$ cat config.mk
export PLATFORM = sky130hd
export DESIGN_NAME = axis_pkt_gen
export DESIGN_NICKNAME = d
export VERILOG_FILES = /design/src/rtl/axis_pkt_gen.sv
export SDC_FILE = /design/constraint.sdc
export NUM_CORES = 1
export LEC_CHECK = 0
export ABC_AREA = 1
export CORE_MARGIN = 2
export CORE_UTILIZATION = 55
export CTS_BUF_LIST = sky130_fd_sc_hd__clkbuf_8
export DETAILED_ROUTE_END_ITERATION = 8
export PLACE_DENSITY = 0.92
export SKIP_LAST_GASP = 1
export SLEW_MARGIN = 20
export SYNTH_ARGS = -nofsm -noshare
export SYNTH_HDL_FRONTEND = slang
export SYNTH_SLANG_ARGS = --single-unit
$ cat constraint.sdc
create_clock -name clk -period 2.47 [get_ports clk]
set_clock_uncertainty 0.05 [all_clocks]
set_input_delay 0.3705 -clock clk [delete_from_list [all_inputs] [get_ports clk]]
set_output_delay 0.3705 -clock clk [all_outputs]
set_load 0.005 [all_outputs]
$ cat src/rtl/axis_pkt_gen.sv
// AXI-Stream packet generator: sends pkt_count packets of pkt_len beats with an
// incrementing data pattern, TLAST on the final beat and a programmable idle gap.
// Ports: clk, reset_n (async active-low); start/stop control; pkt_len, pkt_count,
// gap_cycles, seed configuration (latched at start); M_TDATA/M_TVALID/M_TLAST/
// M_TREADY master stream; busy, done, pkts_sent, beats_sent status.
module axis_pkt_gen #(
    parameter int DATA_WIDTH = 32,
    parameter int LEN_WIDTH  = 16,
    parameter int GAP_WIDTH  = 8
) (
    input  logic                  clk,
    input  logic                  reset_n,
    input  logic                  start,
    input  logic                  stop,
    input  logic [LEN_WIDTH-1:0]  pkt_len,
    input  logic [15:0]           pkt_count,
    input  logic [GAP_WIDTH-1:0]  gap_cycles,
    input  logic [DATA_WIDTH-1:0] seed,
    output logic [DATA_WIDTH-1:0] M_TDATA,
    output logic                  M_TVALID,
    output logic                  M_TLAST,
    input  logic                  M_TREADY,
    output logic                  busy,
    output logic                  done,
    output logic [15:0]           pkts_sent,
    output logic [31:0]           beats_sent
);

    typedef enum logic [1:0] {
        IDLE = 2'd0,
        SEND = 2'd1,
        GAP  = 2'd2
    } state_t;

    state_t state_q, state_d;

    logic [DATA_WIDTH-1:0] data_q, data_d;
    logic                  valid_q, valid_d;
    logic                  last_q, last_d;
    logic                  busy_q, busy_d;
    logic                  done_q, done_d;
    logic [15:0]           pkts_q, pkts_d;
    logic [31:0]           beats_q, beats_d;
    logic [LEN_WIDTH-1:0]  beat_cnt_q, beat_cnt_d;
    logic [GAP_WIDTH-1:0]  gap_cnt_q, gap_cnt_d;
    logic                  stop_q, stop_d;
    logic [LEN_WIDTH-1:0]  len_q, len_d;
    logic [15:0]           count_q, count_d;
    logic [GAP_WIDTH-1:0]  gap_q, gap_d;

    logic hs;
    logic run_end;

    assign hs = valid_q && M_TREADY;

    // A stop seen in the same cycle as the last beat still ends the run here.
    assign run_end = ((count_q != 16'd0) && (pkts_q + 16'd1 == count_q))
                     || stop_q || stop;

    // State register
    always_ff @(posedge clk or negedge reset_n) begin
        if (!reset_n) begin
            state_q <= IDLE;
        end else begin
            state_q <= state_d;
        end
    end

    // Next-state logic
    always_comb begin
        state_d = state_q;
        unique case (state_q)
            IDLE: begin
                if (start) begin
                    state_d = SEND;
                end
            end
            SEND: begin
                if (hs && last_q) begin
                    if (run_end) begin
                        state_d = IDLE;
                    end else if (gap_q == '0) begin
                        state_d = SEND;
                    end else begin
                        state_d = GAP;
                    end
                end
            end
            GAP: begin
                if (gap_cnt_q == '0) begin
                    state_d = SEND;
                end
            end
            default: state_d = IDLE;
        endcase
    end

    // Output / datapath logic
    always_comb begin
        data_d     = data_q;
        valid_d    = valid_q;
        last_d     = last_q;
        busy_d     = busy_q;
        done_d     = 1'b0;
        pkts_d     = pkts_q;
        beats_d    = beats_q;
        beat_cnt_d = beat_cnt_q;
        gap_cnt_d  = gap_cnt_q;
        stop_d     = stop_q;
        len_d      = len_q;
        count_d    = count_q;
        gap_d      = gap_q;
        unique case (state_q)
            IDLE: begin
                if (start) begin
                    len_d      = (pkt_len == '0) ? LEN_WIDTH'(1) : pkt_len;
                    count_d    = pkt_count;
                    gap_d      = gap_cycles;
                    data_d     = seed;
                    pkts_d     = 16'd0;
                    beats_d    = 32'd0;
                    stop_d     = 1'b0;
                    beat_cnt_d = '0;
                    valid_d    = 1'b1;
                    busy_d     = 1'b1;
                    last_d     = (pkt_len <= LEN_WIDTH'(1));
                end
            end
            SEND: begin
                stop_d = stop_q || stop;
                if (hs) begin
                    data_d  = data_q + DATA_WIDTH'(1);
                    beats_d = beats_q + 32'd1;
                    if (last_q) begin
                        pkts_d     = pkts_q + 16'd1;
                        beat_cnt_d = '0;
                        if (run_end) begin
                            valid_d = 1'b0;
                            last_d  = 1'b0;
                            busy_d  = 1'b0;
                            done_d  = 1'b1;
                        end else if (gap_q == '0) begin
                            last_d = (len_q == LEN_WIDTH'(1));
                        end else begin
                            valid_d   = 1'b0;
                            last_d    = 1'b0;
                            gap_cnt_d = gap_q - GAP_WIDTH'(1);
                        end
                    end else begin
                        beat_cnt_d = beat_cnt_q + LEN_WIDTH'(1);
                        last_d = (beat_cnt_q + LEN_WIDTH'(1)
                                  == len_q - LEN_WIDTH'(1));
                    end
                end
            end
            GAP: begin
                stop_d = stop_q || stop;
                if (gap_cnt_q == '0) begin
                    valid_d = 1'b1;
                    last_d  = (len_q == LEN_WIDTH'(1));
                end else begin
                    gap_cnt_d = gap_cnt_q - GAP_WIDTH'(1);
                end
            end
            default: ;
        endcase
    end

    always_ff @(posedge clk or negedge reset_n) begin
        if (!reset_n) begin
            data_q     <= '0;
            valid_q    <= 1'b0;
            last_q     <= 1'b0;
            busy_q     <= 1'b0;
            done_q     <= 1'b0;
            pkts_q     <= '0;
            beats_q    <= '0;
            beat_cnt_q <= '0;
            gap_cnt_q  <= '0;
            stop_q     <= 1'b0;
            len_q      <= LEN_WIDTH'(1);
            count_q    <= '0;
            gap_q      <= '0;
        end else begin
            data_q     <= data_d;
            valid_q    <= valid_d;
            last_q     <= last_d;
            busy_q     <= busy_d;
            done_q     <= done_d;
            pkts_q     <= pkts_d;
            beats_q    <= beats_d;
            beat_cnt_q <= beat_cnt_d;
            gap_cnt_q  <= gap_cnt_d;
            stop_q     <= stop_d;
            len_q      <= len_d;
            count_q    <= count_d;
            gap_q      <= gap_d;
        end
    end

    assign M_TDATA    = data_q;
    assign M_TVALID   = valid_q;
    assign M_TLAST    = last_q;
    assign busy       = busy_q;
    assign done       = done_q;
    assign pkts_sent  = pkts_q;
    assign beats_sent = beats_q;

endmodule

==> impl_metrics.ini <==
[clocking]
clk_slew_on_worst_s_h_paths_ns = 0.09
tritoncts = yes
cts_max_level = 4
cts_root_cell = clkbuf_8
clock_insertion_delay_worst_skew_ns = 0.47
cts.path.max_buffers = 2
tritoncts.num_buffers = 17
cts_num_sinks = 151

[pwr]
power.clock.fraction_pct = 19.6
vdd_ir_drop_max_mv = 0.720
combPwrFrac_pct = 47.5
power_frac_seq_pct = 32.9
netSwitchingFraction_pct = 42.0
p_leak_uw = 0.00556
power.density_nw_per_um2 = 1020
power.internal_uw = 7170
power_switching_uw = 5200

[worst_setup_path]
cp_data_required_time_ns = 2.84
regToRegEndpoint = beats_sent[20]$_DFFE_PN0P_
cp_num_buf_inv = 2
reg2reg_setup_slack_ns = -0.02
crit_path_cell_trace = inv_2 > ha_4 > inv_2 > o21ai_4 > nand2_4 > nor3_4 > nand2_2 > nor2_4 > nand2_4 > nor3_4 > nand4_1 > a21oi_2 > o21a_1
reg2reg_depth = 13
cp-startpoint = state_q[1]$_DFFE_PN0P_
cp.arrival_ns = 2.85
worst_r2r_startpoint = state_q[1]$_DFFE_PN0P_
critical_path.max_fanout = 4
critPathCapture = beats_sent[20]$_DFFE_PN0P_
critPathSlowestCell = dfrtp_1
critical_path.startpoint_type = flop
timing.critical_path.to_type = flop
largest_stage_delay_on_the_critical_path_ns = 0.43
kind_of_cell_with_the_highest_combined_delay_on_the_critical_path = simple AND/OR/NAND/NOR gates
cp_class = reg2reg
path_depth = 13

[flow_run]
cap_violations = 0

[sta]
worst-slew-pin-transition_ns = 0.664
clock.fmax_mhz = 402
finalSetupViolCount = 2
layout_worst_path_cycle_share_pct = 101
finalMaxSlewViolations = 0
slew-limit-headroom_pct = 55.3
setup_ws_ns = -0.0173
setup_repair_after_global_routing_missed_its_margin = yes
layout_min_cycle_time_ns = 2.49
fin_worst_hold_slack_ns = 0.400
finalHoldViolCount = 0
totalNegativeSetupSlack_ns = -0.0215

[synthesis]
synth-async-reset-ratio_pct = 100
synth.avg_cell_area_um2 = 7.18
ys_warn_count = 0
synth_xor_area_share_pct = 4.79
main_combinational_cell_family_by_area_after_synthesis = simple AND/OR/NAND/NOR gates
synth_simple_gate_area_share_pct = 31.5
synth_area_um2 = 9240
synth_fp_nets = 1375
synth_enable_flop_cells = 0
synthAdderAreaFrac_pct = 1.49
post-synth-top-area-cell = dfrtp_1
dominantRegCellSynth = dfrtp_1
compound_gate_fraction_of_synth_area_pct = 11.6
ys_ff_latch = 151
synth.area.mux_share_pct = 1.34
synth.area.top_cells = dfrtp_1, nand2_1, inv_1
yosysSeqAreaShare_pct = 40.9
synth_largest_type_area_fraction_pct = 40.6
distinct_cells_synth = 50
post_synth_inst_count = 1287

[global_route]
first_pass_grt_wire_length_mm = 43.0
grt_max_degree = 68
global_route.usage.total_pct = 29.5
via_count_of_the_first_global_routing_pass = 9310
number_of_antenna_violations_at_the_first_check_in_global_routing = 0
grt_overflow = 0

[layout]
number_of_fillers_in_the_final_layout = 1103
nNetsFinal = 1570
n_antenna_cell = 0
area_growth_syn_to_layout_pct = 30.5
final-instance-count-excl-fill = 1715
final_layout_size_suffix_gt1_share_pct = 10.2
final_core_utilization_pct = 73.0

[floorplanning]
floorplan.core_area_um2 = 16500
rows = 47
die-height_um = 134
initial_utilization_pct = 55.9
die-area_um2 = 17900
die_x_um = 134
num_io_pins = 161

[route]
final_antenna_net_count = 0
post_drt_wl_per_cell_um = 15.7
totalWireLength_mm = 27.0
drc = 0
post_drt_via_cell_ratio = 5.76
drt_first_pass_iters = 6
initialDrtViolationCount = 994
num_vias = 9879

[run_status]
violations = negative setup slack
status = finished with violations

[worst_hold_path]
worstHoldPathType = in2async

[placement]
post-dp-hpwl_mm = 18.6
gpl.final_weighted_congestion = 0.947
port_buffers = 160
place_inst = 1673
-- metrics by stage --
step / cell area, µm² / total power (µW) / setup slack (ns)
5_1_grt: 12100 / 13200 / -0.182
2_1_floorplan: 9240 / 7470 / 0.238
3_3_place_gp: 11300 / 9290 / 0.0251
6_report: 12100 / 12400 / -0.0173
3_5_place_dp: 11300 / 9570 / -0.0850
4_1_cts: 11900 / 12000 / 0.0158
-- routing by layer --
| layer | track usage (%) | wire, µm | up-vias |
|---|---|---|---|
| li1 | - | - | 4605 |
| met1 | 35.5 | 10200 | 4621 |
| met2 | 50.8 | 13300 | 514 |
| met3 | 5.02 | 2090 | 139 |
| met4 | 15.2 | 1340 | 0 |
| met5 | 0 | 0 | - |
-- Yosys cell counts (15+ instances only) --
| library cell | count |
|---|---|
| o22ai_1 | 26 |
| a21oi_1 | 44 |
| o21ai_0 | 87 |
| nand3_1 | 92 |
| xor2_1 | 40 |
| nand2_1 | 327 |
| inv_1 | 171 |
| clkbuf_1 | 28 |
| nor3_1 | 29 |
| dfrtp_1 | 150 |
| nor2_1 | 144 |
| nand4_1 | 36 |
| nor4_1 | 15 |
-- repair_timing --
item                                    CTS  global route
hold buffers                              1             0
hold endpoints to repair                 56             0
pin swaps                                 0             9
cloned                                    0             0
endpoints found under the setup margin    6            35
setup buffers                             0             9
resized for setup                         2            40
-- layout make-up --
cell class	count	area (µm²)	area share, %
Clock buffer	19	262	2.17
Clock inverter	13	250	2.07
Multi-Input combinational cell	929	4830	40.1
Inverter	175	657	5.44
Sequential cell	151	3780	31.4
Timing Repair Buffer	208	2000	16.6
Tap cell	220	275	2.28
-- placed cells by master, fill, tap and decap left out, types with 5 or more instances in the layout --
cell type,netlist,layout
clkdlybuf4s50_1,0,159
mux2_2,11,11
or2_2,6,6
dfrtp_1,150,148
nor2_1,144,131
a21oi_1,44,43
xnor2_1,8,8
xor2_1,40,38
nor4_1,15,15
nand2_2,7,5
clkbuf_8,0,19
nor3_1,29,27
buf_4,0,44
nor2_2,2,13
ha_1,11,6
inv_1,171,168
o211ai_1,9,9
nand3_1,92,89
nand4_1,36,36
o22ai_1,26,26
inv_2,4,8
bufinv_16,0,7
nand2_1,327,326
o21ai_0,87,86
-- power groups by stage --
stage	Sequential, µW	Clock [µW]	Combinational [µW]
detailed placement	4050	0	5510
CTS	4020	2430	5590
floorplan	3900	0	3570
global placement	4020	0	5270
finish	4070	2430	5870
global route	4150	2540	6520
-- flip-flops by register name, summed over array words and instances, names as in the netlist --
name        flops
busy            1
gap_q           8
beat_cnt_q     16
M_TVALID        1
pkts_sent      16
beats_sent     32
gap_cnt_q       8
stop_q          1
M_TDATA        32
M_TLAST         1
count_q        16
state_q         2
done            1
len_q          16
-- worst min-delay path by stage --
stage / start / end / slack [ns] / cells after the start
after floorplan: reset_n / M_TDATA[0]$_DFFE_PN0P_ / 0.02 / 0
after global placement: reset_n / len_q[10]$_DFFE_PN0P_ / 0.34 / 1
after detailed placement: reset_n / beat_cnt_q[13]$_DFFE_PN0P_ / 0.35 / 1
after CTS: pkt_count[8] / count_q[8]$_DFFE_PN0P_ / 0.42 / 3
after global routing: M_TREADY / done$_DFF_PN0_ / 0.43 / 3
final: reset_n / len_q[10]$_DFFE_PN0P_ / 0.40 / 2
-- cells by family after synthesis --
logic type / Yosys count
compound gates: 188
xor+xnor: 49
fa+ha+maj: 11
buf+inv: 207
flops: 151
mux: 11
simple gates: 670
No activity file was read; power rests on OpenSTA's default activity.
